File: src/rtl/sirv_tl_fragmenter_8.sv
// Splits logical TileLink A requests into single-byte fragments and rebuilds the D response stream.
// A and D paths are zero-latency combinational; one logical transaction is outstanding at a time.
module sirv_tl_fragmenter_8 #(
   parameter int MAX_SIZE = 3
) (
   input  logic        clock,
   input  logic        reset,
   output logic        io_repeat,
   output logic        io_in_a_ready,
   input  logic        io_in_a_valid,
   input  logic [2:0]  io_in_a_bits_opcode,
   input  logic [2:0]  io_in_a_bits_param,
   input  logic [2:0]  io_in_a_bits_size,
   input  logic [1:0]  io_in_a_bits_source,
   input  logic [29:0] io_in_a_bits_address,
   input  logic        io_in_a_bits_mask,
   input  logic [7:0]  io_in_a_bits_data,
   input  logic        io_out_a_ready,
   output logic        io_out_a_valid,
   output logic [2:0]  io_out_a_bits_opcode,
   output logic [2:0]  io_out_a_bits_param,
   output logic [2:0]  io_out_a_bits_size,
   output logic [1:0]  io_out_a_bits_source,
   output logic [29:0] io_out_a_bits_address,
   output logic        io_out_a_bits_mask,
   output logic [7:0]  io_out_a_bits_data,
   output logic        io_out_d_ready,
   input  logic        io_out_d_valid,
   input  logic [2:0]  io_out_d_bits_opcode,
   input  logic        io_out_d_bits_error,
   input  logic [7:0]  io_out_d_bits_data,
   input  logic        io_in_d_ready,
   output logic        io_in_d_valid,
   output logic [2:0]  io_in_d_bits_opcode,
   output logic [2:0]  io_in_d_bits_size,
   output logic [1:0]  io_in_d_bits_source,
   output logic        io_in_d_bits_error,
   output logic [7:0]  io_in_d_bits_data
);

   typedef enum logic [1:0] {IDLE, A_BUSY, WAIT_D} state_t;

   state_t                state_q, state_d;
   logic [MAX_SIZE-1:0]   a_idx_q, a_idx_d;
   logic [MAX_SIZE-1:0]   d_idx_q, d_idx_d;
   logic                  is_get_q, is_get_d;
   logic [2:0]            es_q, es_d;
   logic [1:0]            source_q, source_d;
   logic                  err_acc_q, err_acc_d;

   logic                  idle, not_wait;
   logic                  live_is_get, cur_is_get;
   logic [2:0]            live_es, cur_es;
   logic [1:0]            cur_source;
   logic [MAX_SIZE-1:0]   last_idx;
   logic                  err_base;
   logic                  a_fire, d_fire, d_last, d_fwd;
   logic                  a_done, d_done;
   logic                  unused_d_opcode;

   assign unused_d_opcode = &{1'b0, io_out_d_bits_opcode};

   assign idle        = (state_q == IDLE);
   assign not_wait    = (state_q != WAIT_D);
   assign live_is_get = ~((io_in_a_bits_opcode == 3'd0) | (io_in_a_bits_opcode == 3'd1));
   assign live_es     = (io_in_a_bits_size > 3'(MAX_SIZE)) ? 3'(MAX_SIZE) : io_in_a_bits_size;

   // In IDLE the transaction has not been latched yet, so the live request stands in for it.
   assign cur_is_get  = idle ? live_is_get : is_get_q;
   assign cur_es      = idle ? live_es : es_q;
   assign cur_source  = idle ? io_in_a_bits_source : source_q;
   assign err_base    = idle ? 1'b0 : err_acc_q;
   assign last_idx    = MAX_SIZE'((32'd1 << cur_es) - 32'd1);

   // A channel
   assign io_out_a_valid        = ~reset & io_in_a_valid & not_wait;
   assign io_in_a_ready         = ~reset & io_out_a_ready & not_wait;
   assign io_repeat             = ~reset & cur_is_get & (a_idx_q != last_idx) & not_wait;
   assign io_out_a_bits_opcode  = io_in_a_bits_opcode;
   assign io_out_a_bits_param   = io_in_a_bits_param;
   assign io_out_a_bits_size    = 3'd0;
   assign io_out_a_bits_source  = io_in_a_bits_source;
   assign io_out_a_bits_mask    = io_in_a_bits_mask;
   assign io_out_a_bits_data    = io_in_a_bits_data;
   assign io_out_a_bits_address = {io_in_a_bits_address[29:MAX_SIZE],
                                   io_in_a_bits_address[MAX_SIZE-1:0] | (a_idx_q & last_idx)};
   assign a_fire                = io_out_a_valid & io_out_a_ready;

   // D channel: Gets forward every beat, Puts forward only the last ack
   assign d_last              = (d_idx_q == last_idx);
   assign d_fwd               = cur_is_get | d_last;
   assign io_in_d_valid       = ~reset & io_out_d_valid & d_fwd;
   assign io_out_d_ready      = ~reset & (d_fwd ? io_in_d_ready : 1'b1);
   assign io_in_d_bits_opcode = cur_is_get ? 3'd1 : 3'd0;
   assign io_in_d_bits_size   = cur_es;
   assign io_in_d_bits_source = cur_source;
   assign io_in_d_bits_error  = cur_is_get ? io_out_d_bits_error : (err_base | io_out_d_bits_error);
   assign io_in_d_bits_data   = io_out_d_bits_data;
   assign d_fire              = io_out_d_valid & io_out_d_ready;

   always_comb begin
      state_d   = state_q;
      a_idx_d   = a_idx_q;
      d_idx_d   = d_idx_q;
      is_get_d  = is_get_q;
      es_d      = es_q;
      source_d  = source_q;
      err_acc_d = err_base;
      a_done    = 1'b0;
      d_done    = 1'b0;

      if (a_fire) begin
         if (idle) begin
            is_get_d = live_is_get;
            es_d     = live_es;
            source_d = io_in_a_bits_source;
         end
         if (a_idx_q == last_idx) begin
            a_idx_d = '0;
            a_done  = 1'b1;
         end else begin
            a_idx_d = a_idx_q + MAX_SIZE'(1);
         end
      end

      if (d_fire) begin
         if (d_last) begin
            d_idx_d = '0;
            d_done  = 1'b1;
         end else begin
            d_idx_d = d_idx_q + MAX_SIZE'(1);
            if (!cur_is_get) err_acc_d = err_base | io_out_d_bits_error;
         end
      end

      // Final D wins even if the last A fragment fires in the same cycle.
      if (d_done)       state_d = IDLE;
      else if (a_done)  state_d = WAIT_D;
      else if (a_fire)  state_d = A_BUSY;
   end

   always_ff @(posedge clock) begin
      if (reset) begin
         state_q   <= IDLE;
         a_idx_q   <= '0;
         d_idx_q   <= '0;
         is_get_q  <= 1'b0;
         es_q      <= 3'd0;
         source_q  <= 2'd0;
         err_acc_q <= 1'b0;
      end else begin
         state_q   <= state_d;
         a_idx_q   <= a_idx_d;
         d_idx_q   <= d_idx_d;
         is_get_q  <= is_get_d;
         es_q      <= es_d;
         source_q  <= source_d;
         err_acc_q <= err_acc_d;
      end
   end

endmodule

File: config.mk
export PLATFORM = sky130hd
export DESIGN_NAME = sirv_tl_fragmenter_8
export DESIGN_NICKNAME = d
export VERILOG_FILES = /design/src/rtl/sirv_tl_fragmenter_8.sv
export SDC_FILE = /design/constraint.sdc
export NUM_CORES = 1
export LEC_CHECK = 0
export ABC_AREA = 1
export CAP_MARGIN = 20
export CORE_MARGIN = 5
export CORE_UTILIZATION = 30
export CTS_BUF_LIST = sky130_fd_sc_hd__clkbuf_8
export DETAILED_ROUTE_END_ITERATION = 12
export PLACE_DENSITY = 0.8
export SLEW_MARGIN = 20
export SYNTH_ARGS = -nofsm -noshare
export SYNTH_HDL_FRONTEND = slang
export SYNTH_SLANG_ARGS = --single-unit
File: constraint.sdc
create_clock -name clock -period 4.2 [get_ports clock]
set_clock_uncertainty 0.15 [all_clocks]
set_input_delay 1.05 -clock clock [delete_from_list [all_inputs] [get_ports clock]]
set_output_delay 1.05 -clock clock [all_outputs]
set_load 0.01 [all_outputs]
==> out/qor.yml <==
status: "finished clean"
numCtsBuffers: 3
wl_per_cell_um: 12.1
slowest_delay_ns: 0.26
die-area_sq_um: 6410
drive_above_1_share: 0.261
holdBufCountCts: 0
rows: 25
hpwl_mm: 2.44
p_seq_frac: 0.355
clk_latency_ns: 0.26
place_area_sq_um: 1540
ios: 140
cp_common_cell: "nand2_1"
globalplace.congestion: 0.839
period_needed_ns: 4.06
grt_pass1_wl_mm: 5.20
max-vdd-ir-drop_v: 0.000116
final.setup.tns_ns: 0
antenna_found_initial: 0
ys_types: 28
drc: 0
die_h_um: 80.1
clkPwrFrac: 0.295
swShare: 0.323
final_cell_mix: "27 x clkdlybuf4s50_1, 26 x inv_1, 17 x nand2_1"
seq_area_frac_synth: 0.204
antennaDiodeCount: 0
layout_commonest_cell: "clkdlybuf4s50_1"
critPathRequiredTime_ns: 3.00
p_sw_uw: 138
viasPerCell: 4.38
cts.path.max_buffers: 2
syn_inst: 206
clk_pin_slew_ns: 0.07
timing.fmax_mhz: 247
worst-path-buf-inv: 3
internal_power_uw: 290
crit_fanout: 4
root_buffer: "clkbuf_8"
slew_viol_final: 0
path_cells: "dlygate4sd2_1 > nor2_1 > nand2_1 > o21ai_4 > nand3_2 > ha_4 > inv_2 > nand4_1 > nand2_1 > ha_1 > nor3_2 > nor3_1 > buf_2"
cts.sink_count: 15
yosys_warnings: 0
final_area_sq_um: 1680
critPathTopFamily: "simple AND/OR/NAND/NOR gates"
area_growth_pct: 13.8
critical_path.startpoint_type: "primary input"
p_per_area_nw_per_um2: 255
ys_seq_elements: 15
setup_violations: 0
cts_max_level: 1
p_comb_frac: 0.350
synth_area_sq_um: 1470
cts_tree: "done"
critPathArrivalTime_ns: 2.86
grt_start_max_net_pins: 14
drtPass1Iterations: 4
grt_pass1_vias: 1172
grt_overflow_total: 0
grt_use_total: 0.102
die_w_um: 80.1
drt_iter0_drc: 51
cpMaxStageDelayCell: "dlygate4sd2_1"
cap_violations: 0
vias: 1182
port_buffers: 35
hp-class: "reg2reg"
finalNetCount: 278
detail-route-antenna-nets: 0
finalHoldViolCount: 0
n_fill_cell: 496
start_util: 0.310
path_class: "in2out"
power_uw: 428
syn_avg_cell_area_sq_um: 7.15
coreArea_sq_um: 4750
drt_wl_total_mm: 3.27
post-route-period-util: 0.966
p_leak_nw: 0.786
rsz0062_at_grt: "false"
timing.critical_path.to_type: "primary output"
final_util: 0.353
[kinds of logic (layout without fill, tap and decap cells)]
| logic type | Yosys count | count (layout) | synth area share |
|---|---|---|---|
| other | 1 | 5 | 0.00255 |
| AO/OA/AOI/OAI | 28 | 28 | 0.105 |
| buffers and inverters | 89 | 82 | 0.376 |
| XOR/XNOR | 3 | 3 | 0.0178 |
| flip-flops | 15 | 15 | 0.204 |
| adder cells (fa/ha/maj) | 6 | 6 | 0.0510 |
| AND/OR/NAND/NOR | 64 | 64 | 0.244 |
[cell type report]
cell class | count | area [sq um] | share of cell area
Clock buffer | 3 | 41.3 | 0.0246
Clock inverter | 1 | 7.51 | 0.00448
Inverter | 28 | 105 | 0.0627
Multi-Input combinational cell | 106 | 688 | 0.410
Sequential cell | 15 | 300 | 0.179
Tap cell | 67 | 83.8 | 0.0500
Timing Repair Buffer | 50 | 450 | 0.269
[Yosys cell counts (all sizes together)]
cell type | number | area share
nand4 | 8 | 0.038
and3 | 1 | 0.0043
xor2 | 1 | 0.0059
buf | 59 | 0.30
o21ai | 11 | 0.040
nand2 | 28 | 0.097
a21oi | 15 | 0.056
or2 | 3 | 0.013
inv | 28 | 0.071
nor2 | 14 | 0.041
nand3 | 7 | 0.041
nor3 | 3 | 0.010
o211ai | 1 | 0.0051
a31oi | 1 | 0.0043
xnor2 | 2 | 0.012
clkbuf | 2 | 0.0051
conb | 1 | 0.0025
dfxtp | 15 | 0.20
ha | 6 | 0.051
[path summary, 6_finish.rpt]
kind	startpoint	end	cells past startpoint	slack [ns]
worst max-delay path	io_in_a_bits_size[2]	io_repeat	13	0.14
worst min-delay path	es_q[0]	es_q[0]	2	0.30
worst max register to register	state_q[1]	state_q[0]	17	1.47
worst min register to register	es_q[0]	es_q[0]	2	0.30
[metrics by stage]
stage	worst slack, ns	instances	hold WS, ns
floorplan	0.481	210	0.273
finish	0.145	270	0.302
detailed placement	-0.493	260	0.293
global placement	-0.433	260	0.285
CTS	0.00144	267	0.304
global route	0.00784	270	0.325
[power groups by stage]
| stage | Clock [mW] | Combinational (mW) | Sequential (mW) |
|---|---|---|---|
| 6_report | 0.126 | 0.150 | 0.152 |
| 3_5_place_dp | 0 | 0.134 | 0.155 |
| 4_1_cts | 0.128 | 0.141 | 0.152 |
| 3_3_place_gp | 0 | 0.131 | 0.155 |
| 5_1_grt | 0.135 | 0.165 | 0.153 |
| 2_1_floorplan | 0 | 0.124 | 0.154 |
[layer usage]
metal,global-route usage,share of wire,vias to the layer above
li1,-,-,590
met1,0.108,0.39,513
met2,0.172,0.47,51
met3,0.0213,0.084,28
met4,0.0811,0.058,0
met5,0,0,-
[registers in the layout, summed over array words and instances (netlist names)]
name,flops
a_idx_q,3
d_idx_q,3
es_q,3
source_q,2
state_q,2
err_acc_q,1
is_get_q,1
[timing repair]
| item | CTS | global route |
|---|---|---|
| gates cloned | 0 | 0 |
| setup endpoints to repair | 5 | 6 |
| pin swaps | 5 | 8 |
| buffers inserted | 3 | 3 |
| resized for setup | 21 | 10 |
[worst min-delay path: cells and delay by family (launching register included)]
family                 cells  cell delay [ns]
flip-flops                 1             0.30
buffers and inverters      1             0.05
AO/OA/AOI/OAI              1             0.05
Note: power is estimated with default switching activity, not from simulation.
